**src/rtl/mem_fifo_pkg.sv**
```systemverilog
// Shared constants for the 512x8 memory-mode FIFO controller.
// The defaults describe the dpram_512x8 primitive this controller sequences.
package mem_fifo_pkg;
  localparam int MEM_ADDR_W    = 9;
  localparam int MEM_DATA_W    = 8;
  localparam int MEM_DEPTH     = 512;
  localparam int AFULL_TH_DEF  = 480;
  localparam int AEMPTY_TH_DEF = 32;
endpackage

```
**src/rtl/mem_fifo_ptr.sv**
```systemverilog
// Wrapping RAM address pointer with enable and synchronous clear.
// There is no extra wrap bit; the controller's occupancy count tells full from empty.
module mem_fifo_ptr #(
  parameter int ADDR_W = 9
) (
  input  logic              clk,
  input  logic              reset,
  input  logic              clr,
  input  logic              en,
  output logic [ADDR_W-1:0] ptr
);
  always_ff @(posedge clk) begin
    if (reset || clr) begin
      ptr <= '0;
    end else if (en) begin
      ptr <= ptr + 1'b1;
    end
  end
endmodule

```
**src/rtl/mem_512x8_fifo_ctrl.sv**
```systemverilog
// FIFO controller that runs one external dpram_512x8 as a 512-entry queue.
// Owns pointers, occupancy, status flags and sticky error flags.
module mem_512x8_fifo_ctrl
  import mem_fifo_pkg::*;
#(
  parameter int ADDR_W    = MEM_ADDR_W,
  parameter int DATA_W    = MEM_DATA_W,
  parameter int AFULL_TH  = AFULL_TH_DEF,
  parameter int AEMPTY_TH = AEMPTY_TH_DEF
) (
  input  logic              clk,
  input  logic              reset,
  input  logic              flush,
  input  logic              push,
  input  logic [DATA_W-1:0] push_data,
  input  logic              pop,
  output logic [DATA_W-1:0] pop_data,
  output logic              pop_valid,
  output logic              full,
  output logic              empty,
  output logic              almost_full,
  output logic              almost_empty,
  output logic [ADDR_W:0]   count,
  output logic              overflow,
  output logic              underflow,
  output logic [ADDR_W-1:0] ram_waddr,
  output logic [ADDR_W-1:0] ram_raddr,
  output logic [DATA_W-1:0] ram_data_in,
  output logic              ram_wen,
  output logic              ram_ren,
  input  logic [DATA_W-1:0] ram_data_out
);
  localparam logic [ADDR_W:0] DEPTH_C   = (ADDR_W+1)'(1 << ADDR_W);
  localparam logic [ADDR_W:0] AFULL_C   = (ADDR_W+1)'(AFULL_TH);
  localparam logic [ADDR_W:0] AEMPTY_C  = (ADDR_W+1)'(AEMPTY_TH);

  // Handshake: push/pop are requests, taken only when the registered full/empty
  // flag allows and no flush is active; pop_valid qualifies pop_data exactly one
  // cycle after an accepted pop, because the RAM read is registered.
  logic              push_acc;
  logic              pop_acc;
  logic [ADDR_W-1:0] wptr;
  logic [ADDR_W-1:0] rptr;
  logic [ADDR_W:0]   count_next;

  assign push_acc = push & ~full & ~flush;
  assign pop_acc  = pop & ~empty & ~flush;

  assign ram_wen     = push_acc;
  assign ram_waddr   = wptr;
  assign ram_data_in = push_data;
  assign ram_ren     = pop_acc;
  assign ram_raddr   = rptr;
  assign pop_data    = ram_data_out;

  assign count_next = count + {{ADDR_W{1'b0}}, push_acc} - {{ADDR_W{1'b0}}, pop_acc};

  mem_fifo_ptr #(.ADDR_W(ADDR_W)) u_wptr (
    .clk   (clk),
    .reset (reset),
    .clr   (flush),
    .en    (push_acc),
    .ptr   (wptr)
  );

  mem_fifo_ptr #(.ADDR_W(ADDR_W)) u_rptr (
    .clk   (clk),
    .reset (reset),
    .clr   (flush),
    .en    (pop_acc),
    .ptr   (rptr)
  );

  always_ff @(posedge clk) begin
    if (reset) begin
      count        <= '0;
      empty        <= 1'b1;
      full         <= 1'b0;
      almost_empty <= 1'b1;
      almost_full  <= 1'b0;
      pop_valid    <= 1'b0;
      overflow     <= 1'b0;
      underflow    <= 1'b0;
    end else begin
      pop_valid <= pop_acc;
      // Error flags survive flush; only reset clears them.
      if (push && full)  overflow  <= 1'b1;
      if (pop && empty)  underflow <= 1'b1;
      if (flush) begin
        count        <= '0;
        empty        <= 1'b1;
        full         <= 1'b0;
        almost_empty <= 1'b1;
        almost_full  <= 1'b0;
      end else begin
        count        <= count_next;
        empty        <= (count_next == '0);
        full         <= (count_next == DEPTH_C);
        almost_empty <= (count_next <= AEMPTY_C);
        almost_full  <= (count_next >= AFULL_C);
      end
    end
  end
endmodule

```
**config.mk**
```make
export PLATFORM = sky130hd
export DESIGN_NAME = mem_512x8_fifo_ctrl
export DESIGN_NICKNAME = d
export VERILOG_FILES = /design/src/rtl/mem_fifo_pkg.sv /design/src/rtl/mem_fifo_ptr.sv /design/src/rtl/mem_512x8_fifo_ctrl.sv
export SDC_FILE = /design/constraint.sdc
export NUM_CORES = 1
export LEC_CHECK = 0
export ABC_AREA = 1
export CAP_MARGIN = 10
export CORE_ASPECT_RATIO = 1.4
export CORE_MARGIN = 4
export CORE_UTILIZATION = 45
export DETAILED_ROUTE_END_ITERATION = 10
export GPL_TIMING_DRIVEN = 0
export PLACE_DENSITY = 0.8
export SLEW_MARGIN = 20
export SYNTH_ARGS = -nofsm -noshare
export SYNTH_HDL_FRONTEND = slang
export SYNTH_SLANG_ARGS = --single-unit
```
**constraint.sdc**
```tcl
create_clock -name clk -period 3.22 [get_ports clk]
set_clock_uncertainty 0.05 [all_clocks]
set_input_delay 0.644 -clock clk [delete_from_list [all_inputs] [get_ports clk]]
set_output_delay 0.644 -clock clk [all_outputs]
set_load 0.05 [all_outputs]
```
# Yosys cells after proc, flatten, opt, wreduce, memory -nomap -nowiden
# Index checks and enable logic that the tools add are counted.
[word_totals]
inputBits = 21
elab_cells = 29
out_inout_bits = 53
register_bits = 35
[op_classes]
n_eq_ne = 1
n_lt_le_gt_ge = 2
n_bitwise = 7
reduce_logical = 5
n_addsub = 4
[op_table]
columns = ["cell", "n"]
rows = [
  ["adder 9 x 1 -> 9 bit (second input constant)", 2],
  ["adder 10 x 1 -> 10 bit", 1],
  ["equality test 10 bit (second input constant)", 1],
  ["greater-or-equal comparator 10 x 9 -> 1 bit (second input constant)", 1],
  ["less-or-equal comparator 10 x 6 -> 1 bit (second input constant)", 1],
  ["zero test 10 bit", 1],
  ["subtractor 10 x 1 -> 10 bit", 1],
  ["bitwise AND 1 bit", 4],
  ["inverter 1 bit", 3],
  ["logical AND 1 bit", 2],
  ["OR reduction 2 bit", 1],
  ["logical OR 1 bit", 1],
]

# Logic depth before layout (Yosys ltp)
[logic_depth]
word_depth = 6
depth_mapped = 20
ltp_nobuf = 20

# By module
# Synthesis repeated with hierarchy kept, for this count alone.
[unflattened]
cells_unflattened = 308
hier_area_um2 = 2084.5
[by_module_without_submodules]
columns = ["mod", "area_each_um2", "cells_each", "n_inst", "seq_area_each_um2"]
rows = [
  ["mem_512x8_fifo_ctrl", 1221.2, 186, 1, 340.3],
  ["mem_fifo_ptr", 431.7, 61, 2, 180.2],
]

# Worst setup path after synthesis
# Ideal clock, no wire load.
[synth_path]
path_kind = "input to register"
start = "input push"
end = "register full"
cell_stages = 19
path_buffers = 0
slack_ns = 0.303
arrival_ns = 2.805
required_ns = 3.108
setup_time_ns = 0.062
cell_sequence = "nand2_2 nor2_4 inv_4 ha_1 inv_1 ha_1 inv_1 fa_1 inv_1 nand2_1 nand2_2 nand2_1 nand2_1 nand3_1 nor2_2 nand2_1 nor2_2 inv_1 nor2_2"
[synth_via]
elab_chain_len = 5
[synth_lines]
columns = ["item", "line_no", "source"]
rows = [
  ["from (decl)", "mem_512x8_fifo_ctrl.sv:14", "input logic push,"],
  ["bitwise AND 1 bit (2 in a row)", "mem_512x8_fifo_ctrl.sv:46", "assign push_acc = push & ~full & ~flush;"],
  ["named net ram_wen", "mem_512x8_fifo_ctrl.sv:29", "output logic ram_wen,"],
  ["adder 10 x 1 -> 10 bit", "mem_512x8_fifo_ctrl.sv:56", "assign count_next = count + {{ADDR_W{1'b0}}, push_acc} - {{ADDR_W{1'b0}}, pop_acc};"],
  ["subtractor 10 x 1 -> 10 bit", "mem_512x8_fifo_ctrl.sv:56", ""],
  ["equality test 10 bit", "mem_512x8_fifo_ctrl.sv:98", "full <= (count_next == DEPTH_C);"],
  ["to (signal assigned)", "mem_512x8_fifo_ctrl.sv:98", ""],
  ["to (decl)", "mem_512x8_fifo_ctrl.sv:19", "output logic full,"],
]
# The timed path passes the listed nets, and every way through them passes these cells.
# A chain may end at the register's enable or synchronous reset.

# Final worst setup path
[layout_path]
start = "input pop"
end = "output ram_ren"
[layout_via]
elab_chain_len = 2
[layout_lines]
columns = ["item", "line_no", "source"]
rows = [
  ["from (decl)", "mem_512x8_fifo_ctrl.sv:16", "input logic pop,"],
  ["bitwise AND 1 bit (2 in a row)", "mem_512x8_fifo_ctrl.sv:47", "assign pop_acc = pop & ~empty & ~flush;"],
  ["to (decl)", "mem_512x8_fifo_ctrl.sv:30", "output logic ram_ren,"],
]
# Every way passes these cells.

==> out/qor.yml <==
antenna_found_initial: 0
grt_usage_pct: 17.5
grt_pass1_wl_mm: 7.92
overflow: 0
h-tree-depth: 2
p_leak_nw: 1.30
peakVddDrop_mv: 0.299
whs_ns: 0.420
finalMaxSlewViolations: 0
status: "finished, final reports clean"
numPortBuffers: 57
setup-tns-final_ns: 0
grt_max_degree: 11
cts_root_buf: "clkbuf_8"
arrival_ns: 2.37
setup-violations-final: 0
slew_headroom_pct: 66.1
drive_gt1_share_pct: 16.1
fin_crit_sh_pct: 95.1
die_w_um: 65.6
crit_top_cell: "clkdlybuf4s50_1"
cts_tree: "done"
area_growth_pct: 38.4
endpoint_kind: "output pin"
cts.clk_slew.worst_paths_ns: 0.07
dp_slack_ns: -0.287
cts_buffers: 5
totalWireLength_mm: 4.94
final_nets: 400
ant_nets: 0
dieArea_um2: 5810
synth_cell_type_count: 33
num_rows: 29
syn_avg_cell_area_um2: 7.03
cts_buffer_depth: 2
start_kind: "input port"
min_path_type: "flip-flop to flip-flop"
seq_area_frac_synth_pct: 33.6
critPathKind: "input port to output pin"
slowest_delay_ns: 0.80
num_vias: 2065
initial_utilization_pct: 46.4
p_per_area_nw_per_um2: 525
gp_congestion: 0.849
cts_sinks: 35
path_cells: "clkdlybuf4s50_1 > nand2_2 > nor2_4 > buf_4 > clkdlybuf4s50_1"
die-height_um: 88.6
fp.coreArea_um2: 4500
worst_slack_ns: 0.159
utilization_pct: 64.2
fillCellCount: 437
antenna_cells: 0
rsz0062_at_grt: "false"
critPathBufInv: 3
ioPinCount: 74
crit_fanout: 6
slowest_stage: "clkdlybuf4s50_1"
hold_violations: 0
netlist_instances: 297
dr.pass1.iters: 4
crit_family: "buffers and inverters"
fin_cells: 428
period_minus_slack_ns: 3.06
drc: 0
hold_buffers: 0
first_iter_violations: 37
yosys_register_bits: 35
synth_nets: 331
fmax_mhz: 327
yosys_warnings: 0
wl_per_cell_um: 11.5
hpwl_mm: 3.87
insertion_delay_ns: 0.29
first_global_vias: 1915
synth.cell_area_um2: 2090
dp_cells: 416
worstPathRequired_ns: 2.53
worst_pin_slew_ns: 0.507
cap_violations: 0
via_per_inst: 4.82
final timing paths:
check            from       end  slack [ns]  depth (start not counted)
min reg2reg  overflow  overflow        0.42                          2
max reg2reg      full      full        0.57                         17
max               pop   ram_ren        0.16                          5
min          overflow  overflow        0.42                          2
metal layers:
layer  GRT usage, %  up-vias  part of all wire (%)
met5              0        -                     0
met2           32.8       61                    53
met4           8.49        0                   2.6
met1           17.7      946                    40
li1               -     1044                     -
met3           4.45       14                   4.6
cells in the mapped netlist, drive strengths merged:
master	n	share of area, %
nand2	73	14
inv	50	9.1
nor2	41	9.1
dfxtp	35	34
a21oi	19	4.7
buf	18	6.2
nand3	17	5.0
ha	12	7.2
o21ai	10	2.4
nand3b	4	1.4
nor3	4	2.0
nand4	3	0.90
xnor2	2	0.84
a31oi	1	0.30
and3	1	0.30
clkinv	1	0.18
fa	1	0.96
nor3b	1	0.36
o21a	1	0.36
o21bai	1	0.36
or2	1	0.42
xor2	1	0.42
cells in the final DEF (no fill, tap or decap), drive strengths merged:
master and count:
nand3 17, buf 23, or2 1, xor2 1
o21bai 1, clkbuf 6, clkinv 1, inv 50
o21ai 10, dfxtp 35, nand4 3, dlymetal6s2s 2
a31oi 1, bufinv 1, nor2 41, and3 1
xnor2 2, a21oi 19, fa 1, nor3 4
nor3b 1, nand3b 4, ha 12, clkdlybuf4s50 55
nand2 73, o21a 1
repair_timing:
item	in CTS	in global routing
setup buffers	0	5
setup endpoints to repair	0	5
gates resized for setup	0	6
state kept, by name, summed over array words and instances (netlist names):
register and count:
overflow 1, almost_full 1, almost_empty 1, full 1, u_wptr.ptr 9, u_rptr.ptr 9, pop_valid 1, underflow 1
count 10, empty 1
layout make-up:
cell class	instances	area, um2	area share (%)
plain buffers	18	130	4.51
repair buffers	62	613	21.2
inverters	51	194	6.72
multi-input cells	193	1070	37.0
clock buffers	6	72.6	2.51
well taps	62	77.6	2.69
flip-flops and latches	35	701	24.3
clock inverters	1	30.0	1.04
through the flow:
stage	area, um2	power, mW
after floorplan	2090	0.967
after global routing	2890	1.61
final	2890	1.52
after detailed placement	2740	1.12
after CTS	2840	1.51
after global placement	2740	1.11
cell families (layout without fill, tap and decap cells):
kind of cell | after synthesis | after routing | share of synthesized area, %
adder cells (fa/ha/maj) | 13 | 13 | 8.15
flip-flops | 35 | 35 | 33.6
XOR/XNOR | 3 | 3 | 1.26
buffers and inverters | 69 | 138 | 15.5
AO/OA/AOI/OAI | 32 | 32 | 8.15
AND/OR/NAND/NOR | 145 | 145 | 33.3
worst register-to-register path, stage by stage, from the launching register on:
cell and delay (ns):
dfxtp_1 0.33, inv_1 0.07, nand2_2 0.09, nor2_4 0.16, inv_4 0.06, ha_1 0.28, inv_1 0.06, ha_2 0.18
inv_1 0.05, fa_2 0.53, nand2_1 0.05, nor2_1 0.11, nand3_1 0.10, nor2_2 0.15, nand2_1 0.08, nor2_2 0.10
inv_1 0.06, nor2_2 0.07
where the power goes:
group          total, mW  switching, mW  internal, mW
logic              0.653          0.429         0.224
registers          0.478         0.0171         0.461
clock network      0.385          0.159         0.227
total               1.52          0.605         0.912
No activity file was read; power rests on OpenSTA's default activity.
